--- src/rtl/ni_tester_mc.sv ---
// Multi-channel traffic generator/checker for NI FIFOs: drives CHANNELS write streams,
// reads the same words back, compares against a reference pattern and reports pass/fail.
module ni_tester_mc #(
  parameter int                    DATA_WIDTH = 8,
  parameter int                    CHANNELS   = 2,
  parameter int                    CNT_WIDTH  = 16,
  parameter logic [DATA_WIDTH-1:0] POLY       = 8'h1D,
  parameter int                    TIMEOUT    = 1024
) (
  input  logic                             clk,
  input  logic                             rst,
  input  logic                             start,
  input  logic [1:0]                       mode,
  input  logic [DATA_WIDTH-1:0]            seed,
  input  logic [CNT_WIDTH-1:0]             burst_len,
  input  logic                             throttle,
  output logic [CHANNELS-1:0]              tx_valid,
  output logic [CHANNELS*DATA_WIDTH-1:0]   tx_data,
  input  logic [CHANNELS-1:0]              tx_ready,
  input  logic [CHANNELS-1:0]              rx_valid,
  input  logic [CHANNELS*DATA_WIDTH-1:0]   rx_data,
  output logic [CHANNELS-1:0]              rx_ready,
  output logic                             busy,
  output logic                             done,
  output logic                             pass,
  output logic                             timeout,
  output logic [CHANNELS*CNT_WIDTH-1:0]    err_cnt
);

  localparam int         WD_W      = $clog2(TIMEOUT + 1);
  localparam logic [1:0] MODE_LFSR = 2'd1;
  localparam logic [1:0] MODE_WALK = 2'd2;

  typedef enum logic [1:0] {
    ST_IDLE = 2'd0,
    ST_RUN  = 2'd1,
    ST_DONE = 2'd2
  } state_t;

  // First word of a channel's pattern; WALK1 keeps its state as the one-hot word itself.
  function automatic logic [DATA_WIDTH-1:0] gen_init(input logic [1:0] md,
                                                     input logic [DATA_WIDTH-1:0] sd);
    logic [DATA_WIDTH-1:0] one_v;
    one_v = {{(DATA_WIDTH-1){1'b0}}, 1'b1};
    case (md)
      MODE_LFSR: gen_init = (sd == '0) ? one_v : sd;
      MODE_WALK: gen_init = one_v << (32'(sd) % DATA_WIDTH);
      default:   gen_init = sd;
    endcase
  endfunction

  function automatic logic [DATA_WIDTH-1:0] gen_next(input logic [1:0] md,
                                                     input logic [DATA_WIDTH-1:0] cur);
    case (md)
      MODE_LFSR: gen_next = {cur[DATA_WIDTH-2:0], 1'b0} ^ (cur[DATA_WIDTH-1] ? POLY : '0);
      MODE_WALK: gen_next = {cur[DATA_WIDTH-2:0], cur[DATA_WIDTH-1]};
      default:   gen_next = cur + {{(DATA_WIDTH-1){1'b0}}, 1'b1};
    endcase
  endfunction

  state_t                 state_r, state_n_s;
  logic [1:0]             mode_r;
  logic [CNT_WIDTH-1:0]   bl_r;
  logic                   throttle_r;
  logic [1:0]             phase_r, phase_n_s;
  logic [WD_W-1:0]        wd_r, wd_n_s;
  logic                   first_r;
  logic [CNT_WIDTH-1:0]   tx_cnt_r [CHANNELS];
  logic [CNT_WIDTH-1:0]   rx_cnt_r [CHANNELS];
  logic [CNT_WIDTH-1:0]   err_r    [CHANNELS];
  logic [DATA_WIDTH-1:0]  tx_gen_r [CHANNELS];
  logic [DATA_WIDTH-1:0]  rx_gen_r [CHANNELS];
  logic [CHANNELS-1:0]    tx_valid_r, rx_ready_r;
  logic                   busy_r, done_r, pass_r, timeout_r;

  logic                   start_s, all_done_s, errs_zero_s, any_hs_s, wd_exp_s;
  logic [CHANNELS-1:0]    hs_tx_s, hs_rx_s;
  logic [CNT_WIDTH-1:0]   tx_cnt_n_s [CHANNELS];
  logic [CNT_WIDTH-1:0]   rx_cnt_n_s [CHANNELS];
  logic [CNT_WIDTH-1:0]   err_n_s    [CHANNELS];

  // Handshakes, next-state counters, watchdog and FSM next state.
  always_comb begin
    start_s     = start && (state_r != ST_RUN);
    all_done_s  = 1'b1;
    errs_zero_s = 1'b1;
    for (int c = 0; c < CHANNELS; c++) begin
      hs_tx_s[c]    = tx_valid_r[c] & tx_ready[c];
      hs_rx_s[c]    = rx_valid[c] & rx_ready_r[c];
      tx_cnt_n_s[c] = tx_cnt_r[c] + CNT_WIDTH'(hs_tx_s[c]);
      rx_cnt_n_s[c] = rx_cnt_r[c] + CNT_WIDTH'(hs_rx_s[c]);
      if (hs_rx_s[c] && (rx_data[c*DATA_WIDTH +: DATA_WIDTH] != rx_gen_r[c]) &&
          (err_r[c] != '1)) begin
        err_n_s[c] = err_r[c] + {{(CNT_WIDTH-1){1'b0}}, 1'b1};
      end else begin
        err_n_s[c] = err_r[c];
      end
      all_done_s  = all_done_s & (tx_cnt_n_s[c] == bl_r) & (rx_cnt_n_s[c] == bl_r);
      errs_zero_s = errs_zero_s & (err_n_s[c] == '0);
    end
    any_hs_s  = (|hs_tx_s) | (|hs_rx_s);
    // The arming cycle counts as activity so an idle run aborts TIMEOUT+1 cycles after it.
    wd_n_s    = (first_r || any_hs_s) ? '0 : wd_r + {{(WD_W-1){1'b0}}, 1'b1};
    wd_exp_s  = (wd_n_s == WD_W'(TIMEOUT));
    phase_n_s = start_s ? 2'd0 : phase_r + 2'd1;
    case (state_r)
      ST_IDLE: state_n_s = start_s ? ST_RUN : ST_IDLE;
      ST_RUN:  state_n_s = (all_done_s || wd_exp_s) ? ST_DONE : ST_RUN;
      ST_DONE: state_n_s = start_s ? ST_RUN : ST_DONE;
      default: state_n_s = ST_IDLE;
    endcase
  end

  // State register, counters, generators and registered outputs.
  always_ff @(posedge clk or posedge rst) begin
    if (rst) begin
      state_r    <= ST_IDLE;
      mode_r     <= 2'd0;
      bl_r       <= '0;
      throttle_r <= 1'b0;
      phase_r    <= 2'd0;
      wd_r       <= '0;
      first_r    <= 1'b0;
      tx_valid_r <= '0;
      rx_ready_r <= '0;
      busy_r     <= 1'b0;
      done_r     <= 1'b0;
      pass_r     <= 1'b0;
      timeout_r  <= 1'b0;
      for (int c = 0; c < CHANNELS; c++) begin
        tx_cnt_r[c] <= '0;
        rx_cnt_r[c] <= '0;
        err_r[c]    <= '0;
        tx_gen_r[c] <= '0;
        rx_gen_r[c] <= '0;
      end
    end else begin
      state_r <= state_n_s;
      phase_r <= phase_n_s;
      if (start_s) begin
        mode_r     <= mode;
        bl_r       <= burst_len;
        throttle_r <= throttle;
        wd_r       <= '0;
        first_r    <= 1'b1;
        busy_r     <= 1'b1;
        done_r     <= 1'b0;
        pass_r     <= 1'b0;
        timeout_r  <= 1'b0;
        for (int c = 0; c < CHANNELS; c++) begin
          tx_cnt_r[c]   <= '0;
          rx_cnt_r[c]   <= '0;
          err_r[c]      <= '0;
          tx_gen_r[c]   <= gen_init(mode, seed ^ DATA_WIDTH'(c));
          rx_gen_r[c]   <= gen_init(mode, seed ^ DATA_WIDTH'(c));
          tx_valid_r[c] <= (burst_len != '0);
          rx_ready_r[c] <= (burst_len != '0);
        end
      end else if (state_r == ST_RUN) begin
        wd_r    <= wd_n_s;
        first_r <= 1'b0;
        for (int c = 0; c < CHANNELS; c++) begin
          tx_cnt_r[c] <= tx_cnt_n_s[c];
          rx_cnt_r[c] <= rx_cnt_n_s[c];
          err_r[c]    <= err_n_s[c];
          if (hs_tx_s[c]) tx_gen_r[c] <= gen_next(mode_r, tx_gen_r[c]);
          if (hs_rx_s[c]) rx_gen_r[c] <= gen_next(mode_r, rx_gen_r[c]);
        end
        if (state_n_s == ST_DONE) begin
          busy_r     <= 1'b0;
          done_r     <= 1'b1;
          timeout_r  <= !all_done_s;
          pass_r     <= all_done_s && errs_zero_s;
          tx_valid_r <= '0;
          rx_ready_r <= '0;
        end else begin
          for (int c = 0; c < CHANNELS; c++) begin
            tx_valid_r[c] <= (tx_cnt_n_s[c] < bl_r);
            rx_ready_r[c] <= (rx_cnt_n_s[c] < bl_r) && !(throttle_r && (phase_n_s == 2'd3));
          end
        end
      end
    end
  end

  for (genvar g = 0; g < CHANNELS; g++) begin : g_pack
    assign tx_data[g*DATA_WIDTH +: DATA_WIDTH] = tx_gen_r[g];
    assign err_cnt[g*CNT_WIDTH +: CNT_WIDTH]   = err_r[g];
  end

  assign tx_valid = tx_valid_r;
  assign rx_ready = rx_ready_r;
  assign busy     = busy_r;
  assign done     = done_r;
  assign pass     = pass_r;
  assign timeout  = timeout_r;

endmodule

--- config.mk ---
export PLATFORM = sky130hd
export DESIGN_NAME = ni_tester_mc
export DESIGN_NICKNAME = d
export VERILOG_FILES = /design/src/rtl/ni_tester_mc.sv
export SDC_FILE = /design/constraint.sdc
export NUM_CORES = 1
export LEC_CHECK = 0
export CAP_MARGIN = 20
export CORE_ASPECT_RATIO = 0.7
export CORE_MARGIN = 8
export CORE_UTILIZATION = 59
export DETAILED_ROUTE_END_ITERATION = 10
export PLACE_DENSITY_LB_ADDON = 0.25
export SETUP_SLACK_MARGIN = 0.1
export SKIP_CTS_REPAIR_TIMING = 1
export SLEW_MARGIN = 40
export SYNTH_ARGS = -nofsm -noshare
export SYNTH_HDL_FRONTEND = slang
export SYNTH_SLANG_ARGS = --single-unit
--- constraint.sdc ---
create_clock -name clk -period 8 [get_ports clk]
set_clock_uncertainty 0.1 [all_clocks]
set_input_delay 1.6 -clock clk [delete_from_list [all_inputs] [get_ports clk]]
set_output_delay 1.6 -clock clk [all_outputs]
set_load 0.05 [all_outputs]
==> run metrics, run 1 <==
status=completed; Die Ht=136 um; sequential area share after synthesis=35.2%; DRC viols=0; pre-CTS setup slack=1.85 ns; startpoint types=input port; RSZ-0062 raised after global routing=false; drt total wl=34.9 mm; cts bufs inserted=17; router iterations before antenna repair=8; pwr dens=272 mW/mm2; most common cell after layout, fill and taps aside=nand2_1; Initial Util=59.3%; CP Data Required Time=8.21 ns; Core Region=0.0205 mm2; Final Hold Vio Count=0; die width=188 um; f_max=169 MHz; total track usage=27.0%; Worst Tran Pin Value=0.831 ns; Routed wire per std cell=18.9 um; sum of negative setup slack=0 ns; drt via density=6.36; DR iter-0 viols=1507; fin crit period=5.91 ns; number of global-route vias before repair=10.8k; CTS tree=yes; CTS clk-pin slew, worst paths=0.07 ns; Die ar.=0.0255 mm2; Setup CP Type=in -> reg; critical hold path startpoint=phase_r[0]; WP data arrival=6.12 ns; grt total ovfl=0; R2R cell count=17; largest net degree at the start of global routing=88; P_leak=6.23 nW; critical path's top delay family=simple AND/OR/NAND/NOR gates; Placer Congestion=0.943; Critical Path Sink Type=register; IO Pins=106; Mapped Avg Cell Area=8.06 um2; VDD IR max=0.330 mV; first-pass GRT wire length=56.7 mm; Yosys warnings=0; Final WS setup=2.09 ns; Root Driver=clkbuf_16; initial antenna violation count=0; Psw=1.68 mW; Cell Chain, Critical Path=clkdlybuf4s50_1 -> nand2_1 -> inv_1 -> ha_1 -> and3_1 -> nand2_1 -> nor4_1 -> and3_1 -> xor2_1 -> ha_1 -> nand4_1 -> nor4_1 -> nand3_1 -> nor2_1 -> or3_1 -> o21ai_0 -> o21ai_0 -> o22ai_1; period utilisation layout=73.9%; Comb power frac=43.3%; main flop type after synthesis=dfrtp_1; Hold EP=phase_r[0]; synthesized netlist net count=1643; sequential share of power=34.7%; Final #Nets=1696; latest clock arrival within the worst-skew pair=0.45 ns; Async S/R FF share, synth=100%; crit-path max cell delay=0.73 ns; Routed Antenna Nets=0; CTS sink count=171; reg2reg start=tx_valid[1]; endpoints failing setup=0; Post-Syn Instances=1507; Netlist Area Pre-Place=0.0122 mm2; Area Growth Syn to Fin=14.7%; max cap viols=0; Synth Register Bits=171; DPL Wire Length=24.7 mm; Max Root-Sink Buffers=2; worst min path class=reg -> reg; Buf+Inv Stages, Crit Path=2; diodes inserted=0; Core Rows=44; slowest cell on the critical path=nor4_1; worst hold slack=0.361 ns; final core utilization=68.0%; CTS HTree Levels=4; Slew Limit Fails=0; relative slew slack=44.1%; share of layout cells above drive strength 1=4.45%; number of synthesized flops with an enable pin=0; reg2reg setup slack=3.24 ns; most frequent cells in the layout=nand2_1, dfrtp_1, o21ai_0, nand3_1, clkdlybuf4s50_1; switch share=44.4%; Hold Path Depth=1; Vias=11.8k; Cell variety after synth=63; worst reg2reg endpoint=rx_ready[1]; maximum fanout along the worst path=5; Port Buffers=105; clock share of power=22.1%; internal power=2.11 mW; Filler cells=1653
[power by group through the flow]
stage / sequential [mW] / clock (mW) / combinational [mW]
final: 1.31 / 0.836 / 1.64
after global routing: 1.34 / 0.880 / 1.80
after CTS: 1.30 / 0.839 / 1.62
after detailed placement: 1.31 / 0 / 1.61
after global placement: 1.31 / 0 / 1.56
after floorplan: 1.43 / 0 / 0.992
[sequential cells by signal, summed over array words and instances, names as in the netlist]
signal	count
pass	1
done	1
tx_data	16
throttle_r	1
mode_r	2
timeout	1
rx_cnt_r	32
busy	1
err_cnt	32
tx_cnt_r	32
bl_r	16
wd_r	11
rx_gen_r	16
first_r	1
rx_ready	2
state_r	2
phase_r	2
tx_valid	2
[area by class of cell]
class | count | area [um2] | area share, %
multi-input combinational | 1198 | 7370 | 52.9
sequential | 171 | 4280 | 30.7
timing repair buffer | 118 | 1160 | 8.30
clock buffer | 18 | 439 | 3.15
tap | 276 | 345 | 2.48
inverter | 54 | 208 | 1.49
clock inverter | 14 | 136 | 0.979
[cell families (layout without fill, tap and decap cells)]
logic type               after synthesis  in the layout  synth area share [%]
XOR/XNOR                              98             98                  7.06
multiplexers                          12             12                  1.01
AND/OR/NAND/NOR                      630            630                  25.0
AO/OA/AOI/OAI                        372            372                  18.4
adder cells (fa/ha/maj)               86             86                  8.86
buffers and inverters                138            204                  4.44
flip-flops                           171            171                  35.2
[synthesized netlist by cell type (4+ instances only)]
library cell | count | area [um2]
a31oi_1 | 14 | 87.6
and2_1 | 8 | 50.1
o22ai_1 | 6 | 37.5
xnor2_1 | 44 | 385
nand2_1 | 247 | 927
clkbuf_1 | 66 | 248
o41ai_1 | 5 | 43.8
a211oi_1 | 7 | 52.6
or3_1 | 9 | 56.3
dfrtp_1 | 171 | 4280
a21oi_1 | 85 | 425
ha_1 | 86 | 1080
o31ai_1 | 27 | 203
a21o_1 | 16 | 120
nand2b_1 | 10 | 62.6
and4_1 | 7 | 61.3
a221oi_1 | 13 | 114
o21ai_0 | 157 | 786
o211ai_1 | 10 | 75.1
buf_1 | 6 | 22.5
nor3_1 | 17 | 85.1
nand3_1 | 124 | 621
xor2_1 | 54 | 473
and3_1 | 30 | 188
nor2_1 | 86 | 323
nor4_2 | 4 | 50.1
nor2b_1 | 15 | 93.8
nand4_1 | 36 | 225
mux2i_1 | 10 | 100
buf_2 | 11 | 55.1
nor3b_1 | 7 | 52.6
nor4_1 | 14 | 87.6
inv_1 | 53 | 199
o2111ai_1 | 6 | 52.6
[worst reg2reg max path: stages, from the launching register on]
cell and delay (ns):
dfrtp_1 0.42, nand2_1 0.19, inv_1 0.16, ha_1 0.15, and3_1 0.25, nand2_1 0.11
nor4_1 0.73, and3_1 0.28, xor2_1 0.09, ha_1 0.30, nand4_1 0.14, nor4_1 0.57
nand3_1 0.13, nor2_1 0.35, or3_1 0.20, o21ai_0 0.20, o21ai_0 0.16, o22ai_1 0.11
[per-stage QoR]
| step | power, mW | cell area, um2 | cells |
|---|---|---|---|
| after floorplan | 2.42 | 12200 | 1507 |
| after global placement | 2.87 | 13300 | 1817 |
| after detailed placement | 2.92 | 13300 | 1817 |
| after CTS | 3.76 | 13900 | 1849 |
| after global routing | 4.02 | 13900 | 1849 |
| final | 3.79 | 13900 | 1849 |
[how the worst max path moves through the flow]
stage,startpoint,end,slack [ns],cells after the start
after CTS,tx_ready[1],rx_ready[1],2.26,18
after floorplan,rst,bl_r[0],1.67,1
after global placement,tx_ready[1],pass,1.98,18
after detailed placement,tx_ready[1],pass,1.85,18
after global routing,tx_ready[1],rx_ready[1],1.87,18
final,tx_ready[1],rx_ready[1],2.09,18
[per-layer routing]
metal  share of wire, %  vias up  GRT usage (%)
li1                   -     5502              -
met4                2.1        0           7.37
met3                9.7       66           6.48
met1                 45     5582           38.7
met2                 43      605           40.3
met5                  0        -              0
Power figures use the tool's default switching activity.
==> inputs of run 2 (changes only) <==
- CORE_UTILIZATION: 59 -> 54
- clock period: 8 -> 5.4 ns (I/O delays scaled with it)
==> run 2 against run 1 <==
Sequential power grew 48%. Highest routed layer is now met5. Global-route usage shrank 1.5 points. Power grew 49%. Critical endpoint unchanged. Clock-buffer cell count shrank 1. Worst hold slack gained 0.00079 ns. Setup slack lost 1.6 ns.
==> run metrics, run 2 (synthesis results as in run 1) <==
Final Hold Vio Count=0; router iterations before antenna repair=5; initial antenna violation count=1; Routed Antenna Nets=0; DRC viols=0; Critical Path Sink Type=register; worst hold slack=0.362 ns; total track usage=25.6%; Root Driver=clkbuf_16; DR iter-0 viols=1420; fin crit period=4.96 ns; Filler cells=1885; first-pass GRT wire length=57.6 mm; Cell Chain, Critical Path=clkdlybuf4s50_1 -> nand2_1 -> clkinv_1 -> ha_1 -> nand3_1 -> nor2_1 -> and3_1 -> and3_1 -> nand3_1 -> nor2_1 -> xor2_1 -> ha_1 -> nand4_1 -> nor2_1 -> nand4_1 -> nor2_1 -> buf_4 -> or3_1 -> o21ai_0 -> o21ai_0 -> o22ai_1; Area Growth Syn to Fin=15.9%; RSZ-0062 raised after global routing=false; startpoint types=input port; Die ar.=0.0276 mm2; Routed wire per std cell=19.1 um; slowest cell on the critical path=clkdlybuf4s50_1; Initial Util=54.3%; CTS clk-pin slew, worst paths=0.07 ns; DPL Wire Length=25.3 mm; max cap viols=0; die width=195 um; CP Data Required Time=5.65 ns; largest net degree at the start of global routing=89; maximum fanout along the worst path=5; crit-path max cell delay=0.45 ns; relative slew slack=44.8%; latest clock arrival within the worst-skew pair=0.45 ns; number of global-route vias before repair=10.8k; Core Rows=46; Port Buffers=105; grt total ovfl=0; f_max=202 MHz; drt via density=6.24; VDD IR max=0.341 mV; Final #Nets=1706; CTS HTree Levels=4; Slew Limit Fails=0; cts bufs inserted=17; endpoints failing setup=0; Worst Tran Pin Value=0.826 ns; final core utilization=62.9%; period utilisation layout=91.8%; CTS tree=yes; cell mode on critical path=nor2_1; status=completed; drt total wl=35.7 mm; sum of negative setup slack=0 ns; pre-CTS setup slack=0.0599 ns; WP data arrival=5.21 ns; Setup CP Type=in -> reg; Final WS setup=0.444 ns; dpl cell area=0.0135 mm2; Placer Congestion=0.944; most frequent cells in the layout=nand2_1, dfrtp_1, o21ai_0, nand3_1, clkdlybuf4s50_1; CTS sink count=171; Vias=11.7k; pwr dens=400 mW/mm2; P_leak=6.29 nW; Die Ht=142 um; diodes inserted=0; IO Pins=106; worst min path class=reg -> reg; Finished Cell Area=0.0141 mm2; most common cell after layout, fill and taps aside=nand2_1; Core Region=0.0224 mm2; Max Root-Sink Buffers=2; share of layout cells above drive strength 1=4.93%
run 2: cell types whose count changed in the layout (fill, tap and decap cells not counted), sizes merged:
cell | previous run | this run
clkinv | 5 | 4
inv | 58 | 56
buf | 13 | 23
bufinv | 1 | 2
clkbuf | 18 | 17
clkinvlp | 4 | 7
run 2: cell type report:
class | instances | area (um2) | share of cell area [%]
clock buffers | 17 | 425 | 3.02
clock inverters | 15 | 165 | 1.17
inverters | 54 | 206 | 1.47
multi-input cells | 1198 | 7370 | 52.3
flip-flops and latches | 171 | 4280 | 30.4
well taps | 288 | 360 | 2.56
repair buffers | 128 | 1280 | 9.11
run 2: path summary, 6_finish.rpt:
kind                             start           end  slack, ns  depth (start not counted)
max                        rx_valid[1]   rx_ready[1]       0.44                         21
min                         phase_r[0]    phase_r[0]       0.36                          1
max reg2reg                rx_ready[1]   rx_ready[1]       1.08                         20
min reg2reg                 phase_r[0]    phase_r[0]       0.36                          1
max in group asynchronous          rst  rx_cnt_r[18]       3.16                          4
min in group asynchronous          rst    tx_data[4]       0.92                          2
run 2: worst max-delay path, delay by kind of cell:
kind | cells | cell delay, ns
buffers and inverters | 3 | 0.70
AO/OA/AOI/OAI | 3 | 0.56
AND/OR/NAND/NOR | 12 | 2.12
adder cells (fa/ha/maj) | 2 | 0.51
XOR/XNOR | 1 | 0.22
run 2: metal layers:
metal  GRT usage (%)  vias up  wire length, um
met2            37.2      554            15200
met1            37.1     5547            16400
met5               0        -               13
met4            8.04        2              798
met3            5.87       57             3220
li1                -     5522                -
run 2: power by group:
group	switching, mW	internal (mW)	total, mW
Clock	0.568	0.688	1.26
Sequential	0.401	1.54	1.94
Combinational	1.51	0.924	2.43
run 2: through the flow:
step,cells,power [mW]
3_5_place_dp,1838,4.34
2_1_floorplan,1507,3.59
6_report,1871,5.63
3_3_place_gp,1837,4.26
5_1_grt,1871,6.00
4_1_cts,1870,5.61
